[config.mk]
export PLATFORM = sky130hd
export DESIGN_NAME = id_bundle_queue
export DESIGN_NICKNAME = d
export VERILOG_FILES = /design/src/rtl/id_bundle_queue.sv
export SDC_FILE = /design/constraint.sdc
export NUM_CORES = 1
export LEC_CHECK = 0
export ABC_CLOCK_PERIOD_IN_PS = 15000
export CORE_ASPECT_RATIO = 1.4
export CORE_MARGIN = 2
export CORE_UTILIZATION = 44
export CTS_CLUSTER_DIAMETER = 80
export DETAILED_ROUTE_END_ITERATION = 7
export PLACE_DENSITY = 0.77
export SYNTH_ARGS = -nofsm -noshare
export SYNTH_HDL_FRONTEND = slang
export SYNTH_SLANG_ARGS = --single-unit
[constraint.sdc]
create_clock -name clk_i -period 15 [get_ports clk_i]
set_input_delay 3 -clock clk_i [delete_from_list [all_inputs] [get_ports clk_i]]
set_output_delay 3 -clock clk_i [all_outputs]
set_load 0.01 [all_outputs]
[src/rtl/id_bundle_queue.sv]
// Decode-to-dispatch bundle queue: valid/ready FIFO of LANES-wide decoded bundles
// with bubble squashing, synchronous kill, occupancy status and optional empty bypass.
module id_bundle_queue #(
    parameter int unsigned LANES     = 2,
    parameter int unsigned PAYLOAD_W = 64,
    parameter int unsigned DEPTH     = 2,
    parameter int unsigned BYPASS    = 0,
    localparam int unsigned CNT_W    = $clog2(DEPTH + 1)
) (
    input  logic                         clk_i,
    input  logic                         reset_n_i,
    input  logic                         kill_i,
    input  logic                         enq_valid_i,
    output logic                         enq_ready_o,
    input  logic [LANES-1:0]             enq_lane_valid_i,
    input  logic [LANES*PAYLOAD_W-1:0]   enq_payload_i,
    output logic                         deq_valid_o,
    input  logic                         deq_ready_i,
    output logic [LANES-1:0]             deq_lane_valid_o,
    output logic [LANES*PAYLOAD_W-1:0]   deq_payload_o,
    output logic [CNT_W-1:0]             count_o,
    output logic                         full_o,
    output logic                         empty_o
);

    localparam int unsigned DATA_W = LANES * PAYLOAD_W;
    localparam int unsigned PTR_W  = (DEPTH > 1) ? $clog2(DEPTH) : 1;
    localparam bit          BYP_EN = (BYPASS != 0);

    logic [DATA_W-1:0] pay_mem  [DEPTH];
    logic [LANES-1:0]  mask_mem [DEPTH];
    logic [PTR_W-1:0]  head_q;
    logic [PTR_W-1:0]  tail_q;
    logic [CNT_W-1:0]  count_q;

    logic full_c;
    logic empty_c;
    logic bubble_c;
    logic byp_c;
    logic enq_fire_c;
    logic deq_valid_c;
    logic deq_fire_c;
    logic push_c;
    logic pop_c;

    // Handshake and occupancy decode, all derived from registered state plus inputs
    always_comb begin
        full_c      = (count_q == CNT_W'(DEPTH));
        empty_c     = (count_q == '0);
        bubble_c    = ~|enq_lane_valid_i;
        // Bypass is held off during reset so the reset output values hold
        byp_c       = BYP_EN & reset_n_i & empty_c & enq_valid_i & ~bubble_c & ~kill_i;
        enq_fire_c  = enq_valid_i & ~full_c & ~bubble_c & ~kill_i;
        deq_valid_c = ~empty_c | byp_c;
        deq_fire_c  = deq_valid_c & deq_ready_i & ~kill_i;
        // A bypassed bundle that is consumed immediately never touches storage
        push_c      = enq_fire_c & ~(byp_c & deq_ready_i);
        pop_c       = deq_fire_c & ~byp_c;
    end

    // Head presentation: bypass path, forced zero when empty, else stored head
    always_comb begin
        deq_valid_o      = deq_valid_c;
        deq_lane_valid_o = '0;
        deq_payload_o    = '0;
        if (byp_c) begin
            deq_lane_valid_o = enq_lane_valid_i;
            deq_payload_o    = enq_payload_i;
        end else if (!empty_c) begin
            deq_lane_valid_o = mask_mem[head_q];
            deq_payload_o    = pay_mem[head_q];
        end
    end

    assign enq_ready_o = ~full_c;
    assign count_o     = count_q;
    assign full_o      = full_c;
    assign empty_o     = empty_c;

    // Pointers, occupancy and lane masks
    always_ff @(posedge clk_i or negedge reset_n_i) begin
        if (!reset_n_i) begin
            head_q  <= '0;
            tail_q  <= '0;
            count_q <= '0;
            for (int i = 0; i < int'(DEPTH); i++) begin
                mask_mem[i] <= '0;
            end
        end else if (kill_i) begin
            head_q  <= '0;
            tail_q  <= '0;
            count_q <= '0;
            for (int i = 0; i < int'(DEPTH); i++) begin
                mask_mem[i] <= '0;
            end
        end else begin
            if (push_c) begin
                mask_mem[tail_q] <= enq_lane_valid_i;
                tail_q           <= tail_q + PTR_W'(1);
            end
            if (pop_c) begin
                head_q <= head_q + PTR_W'(1);
            end
            case ({push_c, pop_c})
                2'b10:   count_q <= count_q + CNT_W'(1);
                2'b01:   count_q <= count_q - CNT_W'(1);
                default: count_q <= count_q;
            endcase
        end
    end

    // Payload storage is intentionally left without reset
    always_ff @(posedge clk_i) begin
        if (push_c) begin
            pay_mem[tail_q] <= enq_payload_i;
        end
    end

endmodule

==> impl_metrics.ini <==
[die]
die_area_sq_um = 24100
core-area_sq_um = 22500
start_util = 0.447
rows = 65
die_w_um = 132
die_y_um = 183
io_pins = 271

[logic_synthesis]
synth_seq_cells = 264
synth_area_leader_cell = edfxtp_1
synthTopCellsByArea = edfxtp_1 76%, mux2i_1 13%, nor2_1 4.9%
synthCells = 588
syn_nets = 723
synth_area_sq_um = 10100
seq_area_frac_synth = 0.784
yosys_warnings = 0
ys_types = 26
syn_avg_cell_area_sq_um = 17.1
yosysTopAreaCellShare = 0.764

[routing]
wl_per_cell_um = 17.5
drt-pass1-iter-count = 4
via_per_inst = 4.87
drtIter0Drc = 330
drt_wl_total_mm = 20.6
vias = 5736
drc_errors = 0
detail-route-antenna-nets = 0

[power_and_ir_drop]
leakage_uw = 0.00451
power.density_nw_per_um2 = 118
power_uw = 1640
irDropWorstVdd_mv = 0.0976

[sta]
max-slew-margin-rel = 0.347
hold_viol = 0
slew_violations = 0
fin_crit_ps = 6150
worstMarginPinSlew_ps = 980
skew_ps = 13.1
fin_tns_setup_ps = 0
max_freq_mhz = 163
rsz0062_at_grt = false
finalCritPeriodShare = 0.410
setup_violations = 0

[clocking]
post-cts-setup-buffers = 0
cts_resized = 0
cts.sinks = 264
htreeDepth = 1
clock_latency_ps = 510
clkTransAtPathRegs_ps = 60
cts_root_buffer = clkbuf_16
numCtsBuffers = 25
holdBufCountCts = 0
clk_path_buf_depth = 3
cts_tree = built

[setup_path]
cp_max_fo = 88
startpoint_type = register
r2r_slack_ps = 12090
reg2reg_depth = 5
critPathRequiredTime_ps = 12000
cp_slowest_stage_delay_ps = 790
critPathSlowestCell = buf_4
path_class = reg2out
worstPathArrival_ps = 3150
cp-end-kind = primary output
crit_chain = or2_1, inv_4, buf_4, nor2_1, clkdlybuf4s50_1

[run]
maxCapViolCount = 0

[grt]
grt_pass1_wl_mm = 30.9
grtUsageTotal = 0.164
grt_pass1_vias = 5812
overflow = 0
antenna_found_initial = 2
grt_max_degree = 89

[finish]
fin_nets = 997
drive_gt1_frac = 0.0525
final_util = 0.615
stdcell_area_sq_um = 13900
area_delta_synth_final_pct = 37.7

[placed_design]
place_area_sq_um = 13100
dp_hpwl_mm = 13.4
port_buffers = 270
gp_congestion = 0.765

[worst_hold_path]
hold_depth = 2
hold_class = reg2reg

[status]
status = finished, final reports clean
-- synthesized netlist by cell type --
cell type,n
nor4_1,2
inv_2,1
inv_4,1
mux2i_1,134
nand2b_1,6
buf_2,28
nand2b_4,1
buf_4,1
nor2_1,132
nand2_1,2
nor2b_1,1
a21oi_1,1
o21ai_0,3
o21a_1,1
a31oi_1,1
nand3b_1,1
and3_1,1
a2111oi_0,1
xor2_1,1
o21ai_1,1
nor4b_1,1
edfxtp_1,256
or2_1,1
dfrtp_1,8
or3_4,1
clkbuf_1,1
-- report_power, final --
group	switching, uW	leakage (uW)	total, uW	internal [uW]
logic	89.5	0.00169	195	106
registers	9.51	0.00244	845	835
clock network	248	0.000381	602	354
total	347	0.00451	1640	1290
-- registers in the layout (all words and copies together) (netlist names) --
name and flops:
count_o 2, mask_mem 4, head_q 1, tail_q 1
pay_mem 256
-- logic make-up (layout without fill, tap and decap cells) --
kind of cell,after synthesis,after routing,synth area share
compound gates,8,8,0.00473
xor+xnor,1,1,0.000871
buf+inv,32,321,0.0160
flops,264,264,0.784
mux,134,134,0.133
other cells,0,1,0
simple gates,149,149,0.0609
-- cell type report --
| type | count | area (sq um) |
|---|---|---|
| Sequential cell | 264 | 7890 |
| Clock inverter | 14 | 140 |
| Inverter | 2 | 12.5 |
| Clock buffer | 28 | 637 |
| Timing Repair Buffer | 277 | 2760 |
| Multi-Input combinational cell | 292 | 2040 |
| Antenna cell | 1 | 2.50 |
| Tap cell | 301 | 377 |
| Fill cell | 1661 | 8670 |
-- layer usage --
metal | track usage | wire (um) | up-vias
met2 | 0.279 | 10300 | 229
met5 | 0 | 16 | -
met3 | 0.0415 | 1510 | 32
met1 | 0.203 | 8310 | 2735
met4 | 0.0587 | 460 | 2
li1 | - | - | 2738
-- path summary, 6_finish.rpt --
kind                                  start                 to
worst max-delay path             count_o[1]  deq_payload_o[38]
worst min-delay path            mask_mem[0]        mask_mem[0]
worst max register to register   count_o[0]      pay_mem[1][6]
worst min register to register  mask_mem[0]        mask_mem[0]
max in group asynchronous         reset_n_i             head_q
min in group asynchronous         reset_n_i        mask_mem[0]
-- cell usage in the layout, fill, tap and decap left out, types with 2 or more instances in the layout --
master and instances:
dfrtp_1 7, nand2_1 2, clkbuf_1 3, clkbuf_16 25
edfxtp_1 256, nand2b_1 6, clkdlybuf4s50_1 270, clkinv_1 7
inv_4 2, buf_4 7, nor2_1 132, mux2i_1 134
clkinv_2 3, o21ai_0 3, bufinv_16 3
-- metrics by stage --
| step | std cells | setup WS, ps | hold WS [ps] |
|---|---|---|---|
| 6_report | 1179 | 8850 | 547 |
| 5_1_grt | 1179 | 8620 | 570 |
| 4_1_cts | 1178 | 8810 | 552 |
| 3_5_place_dp | 1136 | 8960 | 538 |
| 3_3_place_gp | 1136 | 9020 | 531 |
| 2_1_floorplan | 588 | 4160 | 514 |
-- critical path: cells and delay by family (launching register included) --
family | cells | cell delay, ps
AND/OR/NAND/NOR | 2 | 430
buffers and inverters | 3 | 1670
flip-flops | 1 | 460
Power figures use the tool's default switching activity.
